<file path="config.mk">
export PLATFORM = sky130hd
export DESIGN_NAME = bridge_deadtime_seq_flat
export DESIGN_NICKNAME = d
export VERILOG_FILES = /design/src/rtl/bridge_pkg.sv /design/src/rtl/bridge_deadtime_seq_if.sv /design/src/rtl/bridge_deadtime_seq.sv /design/src/flat_wrapper.sv
export SDC_FILE = /design/constraint.sdc
export NUM_CORES = 1
export LEC_CHECK = 0
export CAP_MARGIN = 20
export CORE_MARGIN = 2
export CORE_UTILIZATION = 39
export CTS_CLUSTER_DIAMETER = 80
export DETAILED_ROUTE_END_ITERATION = 10
export SETUP_SLACK_MARGIN = 0.3
export SLEW_MARGIN = 20
export SYNTH_ARGS = -nofsm -noshare
export SYNTH_HDL_FRONTEND = slang
export SYNTH_SLANG_ARGS = --single-unit
</file>
<file path="constraint.sdc">
create_clock -name clk -period 2.9 [get_ports clk]
set_input_delay 0.725 -clock clk [delete_from_list [all_inputs] [get_ports clk]]
set_output_delay 0.725 -clock clk [all_outputs]
set_load 0.005 [all_outputs]
</file>
<file path="src/rtl/bridge_pkg.sv">
// Shared bridge definitions: mode encoding, FSM states and mode-to-gate patterns.
// Latency: n/a (types, constants and pure functions only).
// Backpressure: n/a.
package bridge_pkg;

   localparam int MODE_W = 3;
   localparam int CNT_W  = 16;

   typedef enum logic [MODE_W-1:0] {
      MODE_OFF     = 3'd0,
      MODE_PLUS    = 3'd1,
      MODE_MINUS   = 3'd2,
      MODE_PAUSE_P = 3'd3,
      MODE_PAUSE_N = 3'd4
   } mode_e;

   typedef enum logic [1:0] {
      ST_IDLE,
      ST_ON,
      ST_DEAD
   } state_e;

   // One bit per bridge leg, bit 0 of each field drives leg 1.
   typedef struct packed {
      logic [3:0] top;
      logic [3:0] bot;
   } pat_t;

   localparam pat_t PAT_OFF     = '{top: 4'b0000, bot: 4'b0000};
   localparam pat_t PAT_PLUS    = '{top: 4'b0001, bot: 4'b0010};
   localparam pat_t PAT_MINUS   = '{top: 4'b0010, bot: 4'b0001};
   localparam pat_t PAT_PAUSE_P = '{top: 4'b0100, bot: 4'b1000};
   localparam pat_t PAT_PAUSE_N = '{top: 4'b1000, bot: 4'b0100};

   function automatic logic mode_legal(input logic [MODE_W-1:0] m);
      return m <= 3'd4;
   endfunction

   function automatic pat_t pat_of(input mode_e m);
      case (m)
         MODE_PLUS:    return PAT_PLUS;
         MODE_MINUS:   return PAT_MINUS;
         MODE_PAUSE_P: return PAT_PAUSE_P;
         MODE_PAUSE_N: return PAT_PAUSE_N;
         default:      return PAT_OFF;
      endcase
   endfunction

endpackage

</file>
<file path="src/rtl/bridge_deadtime_seq_if.sv">
// Mode-request handshake bundle between the command decoder and the bridge sequencer.
// Latency: n/a (wires only).
// Backpressure: request is taken on any cycle with req_valid and req_ready both high.
// Signals: req_valid (request present), req_mode (requested mode), req_ready (sequencer can take it).
interface bridge_deadtime_seq_if;
   import bridge_pkg::*;

   logic              req_valid;
   logic [MODE_W-1:0] req_mode;
   logic              req_ready;

   modport master (output req_valid, output req_mode, input  req_ready);
   modport slave  (input  req_valid, input  req_mode, output req_ready);
endinterface

</file>
<file path="src/rtl/bridge_deadtime_seq.sv">
// H-bridge gate sequencer: applies mode patterns with a min-on hold and an all-off dead gap between patterns.
// Latency: accepted request reaches the gates on the next clk edge; kill clears the gates on the next edge.
// Backpressure: req_ready low in DEAD, during the min-on hold, under kill and until the first edge after reset.
// Ports: clk, rstn (async active-low), req (slave handshake), kill (level, highest priority),
//        o_top/o_bot (registered gate drives), cur_mode, busy (in DEAD), err_mode (illegal-mode pulse).
module bridge_deadtime_seq
   import bridge_pkg::*;
#(
   parameter int DEADTIME_CYC = 50,
   parameter int MIN_ON_CYC   = 500
) (
   input  logic                        clk,
   input  logic                        rstn,
   bridge_deadtime_seq_if.slave        req,
   input  logic                        kill,
   output logic [4:1]                  o_top,
   output logic [4:1]                  o_bot,
   output logic [MODE_W-1:0]           cur_mode,
   output logic                        busy,
   output logic                        err_mode
);

   localparam logic [CNT_W-1:0] ON_LOAD   = CNT_W'(MIN_ON_CYC - 1);
   localparam logic [CNT_W-1:0] DEAD_LOAD = CNT_W'(DEADTIME_CYC - 1);

   state_e            state_q, state_d;
   mode_e             cur_q, cur_d;
   mode_e             tgt_q, tgt_d;
   pat_t              pat_q, pat_d;
   logic [CNT_W-1:0]  on_cnt_q, on_cnt_d;
   logic [CNT_W-1:0]  dead_cnt_q, dead_cnt_d;
   logic              on_done_q, on_done_d;
   logic              err_q, err_d;
   logic              run_q;

   logic              accept;
   logic              req_legal;
   mode_e             req_m;

   assign req_legal = mode_legal(req.req_mode);
   assign req_m     = mode_e'(req.req_mode);

   // run_q keeps ready low until the first edge after reset release.
   // on_done_q lags the min-on counter reaching zero by one cycle, so a
   // pattern is held MIN_ON_CYC full cycles before a new request can land.
   assign req.req_ready = run_q && !kill &&
                          ((state_q == ST_IDLE) || ((state_q == ST_ON) && on_done_q));
   assign accept = req.req_valid && req.req_ready;

   always_comb begin
      state_d    = state_q;
      cur_d      = cur_q;
      tgt_d      = tgt_q;
      pat_d      = pat_q;
      on_cnt_d   = (on_cnt_q   != '0) ? on_cnt_q   - 1'b1 : '0;
      dead_cnt_d = (dead_cnt_q != '0) ? dead_cnt_q - 1'b1 : '0;
      on_done_d  = (state_q == ST_ON) && (on_done_q || (on_cnt_q == '0));
      err_d      = 1'b0;

      if (kill) begin
         state_d    = ST_IDLE;
         cur_d      = MODE_OFF;
         tgt_d      = MODE_OFF;
         pat_d      = PAT_OFF;
         on_cnt_d   = '0;
         dead_cnt_d = '0;
         on_done_d  = 1'b0;
      end else begin
         case (state_q)
            ST_IDLE: begin
               if (accept) begin
                  if (!req_legal) begin
                     err_d = 1'b1;
                  end else if (req_m != MODE_OFF) begin
                     state_d  = ST_ON;
                     cur_d    = req_m;
                     pat_d    = pat_of(req_m);
                     on_cnt_d = ON_LOAD;
                  end
               end
            end
            ST_ON: begin
               if (accept) begin
                  if (!req_legal) begin
                     err_d = 1'b1;
                  end else if (req_m != cur_q) begin
                     state_d    = ST_DEAD;
                     cur_d      = MODE_OFF;
                     tgt_d      = req_m;
                     pat_d      = PAT_OFF;
                     dead_cnt_d = DEAD_LOAD;
                     on_done_d  = 1'b0;
                  end
               end
            end
            ST_DEAD: begin
               if (dead_cnt_q == '0) begin
                  tgt_d = MODE_OFF;
                  if (tgt_q != MODE_OFF) begin
                     state_d  = ST_ON;
                     cur_d    = tgt_q;
                     pat_d    = pat_of(tgt_q);
                     on_cnt_d = ON_LOAD;
                  end else begin
                     state_d = ST_IDLE;
                  end
               end
            end
            default: begin
               state_d = ST_IDLE;
               cur_d   = MODE_OFF;
               pat_d   = PAT_OFF;
            end
         endcase
      end
   end

   always_ff @(posedge clk or negedge rstn) begin
      if (!rstn) begin
         state_q    <= ST_IDLE;
         cur_q      <= MODE_OFF;
         tgt_q      <= MODE_OFF;
         pat_q      <= PAT_OFF;
         on_cnt_q   <= '0;
         dead_cnt_q <= '0;
         on_done_q  <= 1'b0;
         err_q      <= 1'b0;
         run_q      <= 1'b0;
      end else begin
         state_q    <= state_d;
         cur_q      <= cur_d;
         tgt_q      <= tgt_d;
         pat_q      <= pat_d;
         on_cnt_q   <= on_cnt_d;
         dead_cnt_q <= dead_cnt_d;
         on_done_q  <= on_done_d;
         err_q      <= err_d;
         run_q      <= 1'b1;
      end
   end

   assign o_top    = pat_q.top;
   assign o_bot    = pat_q.bot;
   assign cur_mode = cur_q;
   assign busy     = (state_q == ST_DEAD);
   assign err_mode = err_q;

endmodule

</file>
<file path="src/flat_wrapper.sv">
// flat-port wrapper written by rule: the top's interface ports become plain ports
module bridge_deadtime_seq_flat import bridge_pkg::*;
#(
   parameter int DEADTIME_CYC = 50,
   parameter int MIN_ON_CYC   = 500
)
  (clk, rstn, kill, o_top, o_bot, cur_mode, busy, err_mode, req_req_valid, req_req_mode, req_req_ready);
  bridge_deadtime_seq_if req_i ();
  input  logic clk;
  input  logic rstn;
  input  logic kill;
  output logic [4:1] o_top;
  output logic [4:1] o_bot;
  output logic [MODE_W-1:0] cur_mode;
  output logic busy;
  output logic err_mode;
  input wire logic [$bits(req_i.req_valid)-1:0] req_req_valid;
  input wire logic [$bits(req_i.req_mode)-1:0] req_req_mode;
  output wire logic [$bits(req_i.req_ready)-1:0] req_req_ready;
  assign req_i.req_valid = req_req_valid;
  assign req_i.req_mode = req_req_mode;
  assign req_req_ready = req_i.req_ready;
  bridge_deadtime_seq #(.DEADTIME_CYC(DEADTIME_CYC), .MIN_ON_CYC(MIN_ON_CYC)) u_core (.clk(clk), .rstn(rstn), .req(req_i), .kill(kill), .o_top(o_top), .o_bot(o_bot), .cur_mode(cur_mode), .busy(busy), .err_mode(err_mode));
endmodule
</file>
# Word level (Yosys, flattened, before mapping)
# Cells that the tools add are included.
# classes
n_eq_ne,19
n_reduce_logical,20
add_sub_neg,2
magnitude_cmp,1
mux,61
# ops
op,n
$mux W16,13
$mux W8,9
$pmux W8 S4,2
$mux W3,14
$logic_not A16 Y1,2
$pmux W16 S2,1
$reduce_bool A16 Y1,2
$sub A16 B1 Y16 const B,2
$pmux W8 S3,1
$ne A3 B2 Y1 const B,6
$mux W2,8
$eq A3 B2 Y1 const B,4
$mux W1,10
$pmux W3 S3,1
$reduce_bool A3 Y1,3
$reduce_and A8 Y1,1
$reduce_and A7 Y1,1
$eq A3 B1 Y1 const B,2
$eq A3 B3 Y1 const B,2
$ne A3 B3 Y1 const B,2
$pmux W2 S3,1
$pmux W3 S2,1
$logic_and A1 B1 Y1,5
$reduce_and A5 Y1,1
8 further kinds,9
# totals
word_cells,113
out_inout_bits,14
in_bits,7
regBits,51

# Logic depth before layout (Yosys ltp)
# Gate-level depths: netlist of run 1.
# logic_depth
depth_word,8
ltp_mapped,8
depth_no_buf,7

# Worst setup path after synthesis of run 1
# Ideal clock, no wire load.
# synth_timing
path_kind,input port to flip-flop
from,input port req_req_mode[0]
to,register u_core.cur_q[0] (netlist: u_core.cur_mode[0])
setup_slack_ps,516
t_required_ps,2775
setup_time_ps,125
cell_stages,6
arrival_time_ps,2259
n_path_buf,1
path_cell_list,clkbuf_1 -> nor2_1 -> nor2b_1 -> o31ai_1 -> o311ai_4 -> mux2_4
# synth_via
elab_chain_cells,5
word_cells_on_any_way,13
classes_between,order compare: 1; eq/ne: 5; mux: 5; reduce/logical: 2
# synth_rtl
element,line_no,rtl
start: declaration,flat_wrapper.sv:18,input wire logic [$bits(req_i.req_mode)-1:0] req_req_mode;
branches (longest 5 deep; another with $le A3 B3 Y1),-,
end signal: assignment,bridge_deadtime_seq.sv:131,cur_q <= cur_d;
end: declaration,bridge_deadtime_seq.sv:27,"mode_e cur_q, cur_d;"
# Several ways; the timed one is not identified. The select of a mux whose other input is x is not followed.
# A chain may end at the register's enable or synchronous reset.

# Final worst setup path of run 1
# layout_timing
from,register u_core.state_q[0]
to,output port busy
# layout_via
elab_chain_cells,1
# layout_rtl
element,line_no,rtl
start: declaration,bridge_deadtime_seq.sv:26,"state_e state_q, state_d;"
start signal: assignment,bridge_deadtime_seq.sv:130,state_q <= state_d;
$eq A2 B2 Y1,bridge_deadtime_seq.sv:145,assign busy = (state_q == ST_DEAD);
end: declaration,flat_wrapper.sv:15,output logic busy;
# Every way passes these cells.

==> results.sh, run 1 <==
export IMPL_status="finished clean"
export IMPL_die_area_sq_um=7296
export IMPL_yosys_cell_types_count=47
export IMPL_number_of_design_rule_violations_left_by_the_first_detailed_router_iteration=98
export IMPL_worstPathArrival_ns=1.72
export IMPL_grt_antenna_before_repair=0
export IMPL_number_of_search_and_repair_iterations_in_the_first_detailed_routing_pass=4
export IMPL_synth_seq_cells=47
export IMPL_synth_net_count=281
export IMPL_clock_sink_total=47
export IMPL_grt_util_all_layers=0.1522
export IMPL_core_area_sq_um=6386
export IMPL_clkSlewWorstSetupHoldPaths_ns=0.09
export IMPL_dpl_worst_slack_ns=-0.02775
export IMPL_core_rowCount=29
export IMPL_syn_area_cell_sq_um=9.504
export IMPL_powerDensity_nw_per_um2=892.6
export IMPL_wire_length_of_the_first_global_routing_pass_mm=9.025
export IMPL_worstMarginPinSlew_ns=0.6083
export IMPL_fin_ws_ns=0.4502
export IMPL_static_leakage_power_nw=1.331
export IMPL_worstSkewPairLatency_ns=0.30
export IMPL_post_cts_setup_buffer_count=0
export IMPL_buffer_ports_inserted=20
export IMPL_syn_to_final_growth_pct=17.13
export IMPL_worstRegToRegCells=7
export IMPL_finalCritPeriodShare=0.8448
export IMPL_ctsLongestPathBuffers=2
export IMPL_initial_core_util=0.4048
export IMPL_cp_required_ns=2.17
export IMPL_async_reset_ff_frac=1.000
export IMPL_cp_end_kind="output pin"
export IMPL_cts_hold_fix_buffers=0
export IMPL_grt_overflow=0
export IMPL_totalNegativeSetupSlack_ns=0
export IMPL_final_max_slew_viol_count=0
export IMPL_wirelength_mm=5.106
export IMPL_timing_critical_path_from_type="register"
export IMPL_most_used_flip_flop_cell_after_synthesis="sky130_fd_sc_hd__dfrtp_1"
export IMPL_synthesis_area_sq_um=2585
export IMPL_grt_start_max_net_pins=28
export IMPL_r2r_start="u_core.dead_cnt_q[0]$_DFF_PN0_"
export IMPL_numCtsBuffers=5
export IMPL_final_design_area_no_fill_sq_um=3028
export IMPL_setup_viol=0
export IMPL_synth_enable_flop_cells=0
export IMPL_dieWidth_um=85.42
export IMPL_maxCapViolations=0
export IMPL_dp_hpwl_mm=3.710
export IMPL_antenna_cells_inserted=0
export IMPL_gpl_final_weighted_congestion=0.8576
export IMPL_vias_per_cell=5.389
export IMPL_dieHeight_um=85.42
export IMPL_final_hold_viol_count=0
export IMPL_seq_area_frac_synth=0.4550
export IMPL_cts_htree_levels=2
export IMPL_grt_pass1_vias=1939
export IMPL_design_final_nets=304
export IMPL_final_layout_size_suffix_gt1_frac=0.1149
export IMPL_hold_path_class="in2async"
export IMPL_vdd_ir_drop_max_v=0.0004752
export IMPL_clk_root_buffer_cell="sky130_fd_sc_hd__clkbuf_8"
export IMPL_relSlewSlack=0.5935
export IMPL_unrepaired_setup_endpoints_after_global_routing="no"
export IMPL_antenna_left=0
export IMPL_placed_standard_cell_area_sq_um=2885
export IMPL_fmax_mhz=408.2
export IMPL_dr_total_vias=2010
export IMPL_routed_wire_length_per_instance_um=13.69
export IMPL_reg2reg_slack_ns=0.46
export IMPL_worst_path_max_fanout=8
export IMPL_netlist_instances=272
export IMPL_path_class="reg2out"
export IMPL_drcViolationCount=0
export IMPL_period_needed_ns=2.450
export IMPL_ys_warnings=0
export IMPL_num_io_pins=21
export IMPL_cts_tree="yes"
export IMPL_worst_r2r_endpoint="u_core.cur_mode[0]$_DFFE_PN0P_"
export IMPL_setup_skew_after_layout_ns=0.01438
worst max-delay path by stage:
stage | to | startpoint | slack, ns | cells past startpoint
after floorplan | u_core.cur_mode[0]$_DFFE_PN0P_ | req_req_mode[0] | 0.52 | 6
after global placement | u_core.dead_cnt_q[15]$_DFF_PN0_ | kill | 0.03 | 6
after detailed placement | u_core.dead_cnt_q[9]$_DFF_PN0_ | kill | -0.03 | 6
after CTS | busy | u_core.state_q[1]$_DFFE_PN0P_ | 0.32 | 3
after global routing | u_core.cur_mode[0]$_DFFE_PN0P_ | u_core.dead_cnt_q[0]$_DFF_PN0_ | 0.35 | 7
final | busy | u_core.state_q[0]$_DFFE_PN0P_ | 0.45 | 3
cell usage after synthesis (all sizes together), types with 4 or more instances:
| cell | count | area (sq um) |
|---|---|---|
| nand2 | 18 | 67.56 |
| nand2b | 6 | 37.54 |
| a21oi | 12 | 60.06 |
| dfrtp | 47 | 1176 |
| and2 | 4 | 27.53 |
| xnor2 | 16 | 140.1 |
| inv | 9 | 33.78 |
| or2 | 4 | 25.02 |
| nand3 | 8 | 40.04 |
| mux2 | 6 | 90.09 |
| clkbuf | 9 | 33.78 |
| nor4 | 11 | 68.82 |
| o21ai | 5 | 25.02 |
| xor2 | 11 | 96.34 |
| or4 | 6 | 45.04 |
| buf | 6 | 40.04 |
| nor2 | 42 | 157.7 |
| nor3 | 10 | 50.05 |
cells by family (layout without fill, tap and decap cells):
| logic type | Yosys count | after routing | share of synthesized area |
|---|---|---|---|
| AOI/OAI and AO/OA | 35 | 35 | 0.09585 |
| adders and majority gates | 2 | 2 | 0.009679 |
| muxes | 9 | 9 | 0.04647 |
| other | 1 | 1 | 0.001451 |
| and+or+nand+nor | 127 | 127 | 0.2585 |
| buffers and inverters | 24 | 48 | 0.04163 |
| xor gates and xnor gates | 27 | 27 | 0.09148 |
| DFF | 47 | 47 | 0.4550 |
repair_timing:
item | in CTS | in global routing
resized for setup | 3 | 2
setup endpoints to repair | 12 | 14
pin swaps | 1 | 0
endpoints found under the hold margin | 0 | 0
per-stage QoR:
step                  util  power, mW  hold WS (ns)  cells
floorplan                -      1.888        0.4294    272
global route        0.4741      2.946        0.4501    373
CTS                 0.4737      2.725        0.4309    373
finish              0.4741      2.703        0.4184    373
global placement    0.4518      2.131        0.4785    365
detailed placement  0.4518      2.146        0.4851    365
final cells by class:
| cell class | count | area, sq um |
|---|---|---|
| clock buffer | 6 | 72.57 |
| clock inverter | 2 | 60.06 |
| fill | 628 | 3358 |
| inverter | 9 | 33.78 |
| multi-input combinational | 201 | 1311 |
| sequential | 47 | 1177 |
| tap | 77 | 96.34 |
| timing repair buffer | 31 | 276.5 |
where the power goes:
part,total [mW],internal (mW),switching (mW)
Sequential,1.01,0.828,0.179
Combinational,1.13,0.536,0.596
Clock,0.564,0.345,0.219
critical path: stages, from the launching register on:
cell and delay, ns:
sky130_fd_sc_hd__dfrtp_1 0.46, sky130_fd_sc_hd__nand2b_1 0.27, sky130_fd_sc_hd__inv_1 0.18, sky130_fd_sc_hd__clkdlybuf4s50_1 0.52
cell usage in the layout, fill, tap and decap left out, types with 8 or more instances in the layout:
master,instances
sky130_fd_sc_hd__xnor2_1,16
sky130_fd_sc_hd__buf_4,11
sky130_fd_sc_hd__nor2_1,41
sky130_fd_sc_hd__clkdlybuf4s50_1,18
sky130_fd_sc_hd__a21oi_1,12
sky130_fd_sc_hd__nor3_1,10
sky130_fd_sc_hd__nor4_1,10
sky130_fd_sc_hd__dfrtp_1,46
sky130_fd_sc_hd__nand2_1,18
sky130_fd_sc_hd__inv_1,9
sky130_fd_sc_hd__nand3_1,8
sky130_fd_sc_hd__xor2_1,11
flip-flops by register name (all words and copies together), names as in the netlist:
| name | count |
|---|---|
| u_core.cur_mode | 3 |
| u_core.on_cnt_q | 16 |
| u_core.o_top | 1 |
| u_core.dead_cnt_q | 16 |
| u_core.state_q | 2 |
| u_core.o_bot | 3 |
| u_core.err_mode | 1 |
| u_core.on_done_q | 1 |
| u_core.tgt_q | 3 |
| u_core.run_q | 1 |
metal layers:
metal	GRT usage	routed length, um
met5	0	0
met4	0.03896	64
met2	0.2344	2265
met1	0.2165	2567
met3	0.03599	209
No activity file was read; power rests on OpenSTA's default activity.
==> run 2: changes to the inputs <==
clock period = 2.5 ns   (was 2.9 ns; I/O delays follow)
==> run 2 against run 1 <==
Net effect:
- register-to-register slack got worse by 0.23 ns
- setup slack got worse by 0.22 ns
- final cell count increased by 5.9%
- first-iteration DRC count decreased by 19%
- core utilization increased by 5.6 points
- count of clock-buffer cells in the layout unchanged
- critical path type is now reg2reg
- largest power group unchanged
==> results.sh, run 2 (synthesis results as in run 1) <==
export IMPL_reg_largest_list="u_core.dead_cnt_q: 16 flops, u_core.on_cnt_q: 16 flops"
export IMPL_cp_end_kind="register"
export IMPL_worstPathArrival_ns=2.45
export IMPL_powerDensity_nw_per_um2=1022
export IMPL_total_power_mw=3.460
export IMPL_numCtsBuffers=5
export IMPL_setup_skew_after_layout_ns=0.008801
export IMPL_gpl_final_weighted_congestion=0.8139
export IMPL_status="finished clean"
export IMPL_post_route_util=0.5300
export IMPL_final_hold_viol_count=0
export IMPL_timing_critical_path_from_type="register"
export IMPL_period_needed_ns=2.275
export IMPL_fmax_mhz=439.7
export IMPL_static_leakage_power_nw=1.496
export IMPL_worstMarginPinSlew_ns=0.5450
export IMPL_antenna_left=0
export IMPL_routed_wire_length_per_instance_um=13.98
export IMPL_finalCritPeriodShare=0.9098
export IMPL_clkSlewWorstSetupHoldPaths_ns=0.09
export IMPL_placed_standard_cell_area_sq_um=2980
export IMPL_num_io_pins=21
export IMPL_final_design_area_no_fill_sq_um=3385
export IMPL_relSlewSlack=0.6358
export IMPL_die_area_sq_um=7296
export IMPL_dieHeight_um=85.42
export IMPL_design_final_nets=327
export IMPL_final_instance_count_excl_fill=395
export IMPL_layout_filler_cells=575
export IMPL_cts_htree_levels=2
export IMPL_final_max_slew_viol_count=0
export IMPL_path_class="reg2reg"
export IMPL_grt_overflow=0
export IMPL_p_comb_frac=0.531
export IMPL_layout_cells_most_common_list="46 x sky130_fd_sc_hd__dfrtp_1, 31 x sky130_fd_sc_hd__buf_4, 28 x sky130_fd_sc_hd__nor2_1"
export IMPL_initial_core_util=0.4048
export IMPL_number_of_search_and_repair_iterations_in_the_first_detailed_routing_pass=4
export IMPL_power_sequential_fraction=0.338
export IMPL_syn_to_final_growth_pct=30.93
export IMPL_drcViolationCount=0
export IMPL_r2r_start="u_core.dead_cnt_q[0]$_DFF_PN0_"
export IMPL_setup_viol=0
export IMPL_core_area_sq_um=6386
export IMPL_antenna_cells_inserted=0
export IMPL_dr_total_vias=2073
export IMPL_number_of_design_rule_violations_left_by_the_first_detailed_router_iteration=79
export IMPL_fin_hold_ws_ns=0.2750
export IMPL_reg2reg_slack_ns=0.23
export IMPL_cts_tree="yes"
export IMPL_power_switching_fraction=0.3930
export IMPL_dieWidth_um=85.42
export IMPL_clk_root_buffer_cell="sky130_fd_sc_hd__clkbuf_8"
export IMPL_wire_length_of_the_first_global_routing_pass_mm=9.094
export IMPL_worst_r2r_endpoint="u_core.cur_mode[1]$_DFFE_PN0P_"
export IMPL_worst_path_max_fanout=7
export IMPL_wirelength_mm=5.522
export IMPL_buffer_ports_inserted=20
export IMPL_placed_cells=374
export IMPL_maxCapViolations=0
export IMPL_power_share_clock=0.131
export IMPL_dp_hpwl_mm=3.775
export IMPL_final_layout_size_suffix_gt1_frac=0.2642
export IMPL_ctsLongestPathBuffers=2
export IMPL_layout_cells_most_common="sky130_fd_sc_hd__dfrtp_1"
export IMPL_grt_start_max_net_pins=23
export IMPL_cp_required_ns=2.68
export IMPL_worstRegToRegCells=7
export IMPL_worstSkewPairLatency_ns=0.29
export IMPL_switchingPower_mw=1.360
export IMPL_hold_path_class="in2async"
export IMPL_clock_sink_total=47
export IMPL_internal_power_mw=2.100
export IMPL_grt_antenna_before_repair=0
export IMPL_vias_per_cell=5.248
export IMPL_vdd_ir_drop_max_v=0.0005893
export IMPL_grt_pass1_vias=2001
export IMPL_grt_util_all_layers=0.1543
export IMPL_core_rowCount=29
export IMPL_unrepaired_setup_endpoints_after_global_routing="yes"
-- run 2: stage by stage --
stage,setup slack (ns),setup TNS [ns]
4_1_cts,0.2214,0
3_5_place_dp,-0.08726,-1.227
3_3_place_gp,-0.07039,-1.393
5_1_grt,0.1153,0
6_report,0.2255,0
2_1_floorplan,0.3187,0
-- run 2: timing repair --
action                     4_1_cts  5_1_grt
gates cloned                     0        1
hold buffers                     0        0
buffers inserted                 7        6
pin swaps                        5       17
setup endpoints to repair       38       42
resized for setup                9       40
-- run 2: per-layer routing --
metal / global-route usage / vias up / part of all wire
met2: 0.2472 / 18 / 0.49
met5: 0 / - / 0
met1: 0.2123 / 1013 / 0.48
met3: 0.03016 / 6 / 0.022
met4: 0.04618 / 0 / 0.010
li1: - / 1036 / -
-- run 2: layout make-up --
type	instances	area [sq um]	area share
flip-flops and latches	47	1177	0.3479
well taps	77	96.34	0.02847
multi-input cells	201	1501	0.4436
inverters	9	33.78	0.009982
clock inverters	1	5.005	0.001479
repair buffers	54	488.0	0.1442
clock buffers	6	82.58	0.02440
-- run 2: how the worst max path moves through the flow --
stage	from	endpoint	cells past startpoint
4_1_cts	kill	req_req_ready	4
6_report	u_core.dead_cnt_q[0]$_DFF_PN0_	u_core.cur_mode[1]$_DFFE_PN0P_	7
3_5_place_dp	kill	u_core.cur_mode[2]$_DFFE_PN0P_	6
5_1_grt	u_core.dead_cnt_q[0]$_DFF_PN0_	u_core.o_bot[3]$_DFFE_PN0P_	7
3_3_place_gp	kill	u_core.cur_mode[0]$_DFFE_PN0P_	6
2_1_floorplan	u_core.dead_cnt_q[0]$_DFF_PN0_	u_core.cur_mode[0]$_DFFE_PN0P_	7
-- run 2: worst max-delay path, stage by stage, from the launching register on --
cell                       delay (ns)
sky130_fd_sc_hd__dfrtp_1         0.41
sky130_fd_sc_hd__inv_1           0.07
sky130_fd_sc_hd__ha_2            0.17
sky130_fd_sc_hd__or4b_4          0.50
sky130_fd_sc_hd__and4bb_1        0.32
sky130_fd_sc_hd__and2_4          0.17
sky130_fd_sc_hd__o311ai_4        0.18
sky130_fd_sc_hd__mux2_4          0.34
-- run 2: power groups by stage --
stage	Sequential [mW]	Clock (mW)	Combinational [mW]
2_1_floorplan	1.13	0	1.07
3_3_place_gp	1.17	0	1.35
3_5_place_dp	1.17	0	1.37
4_1_cts	1.16	0.475	1.49
5_1_grt	1.20	0.507	2.04
6_report	1.17	0.452	1.84
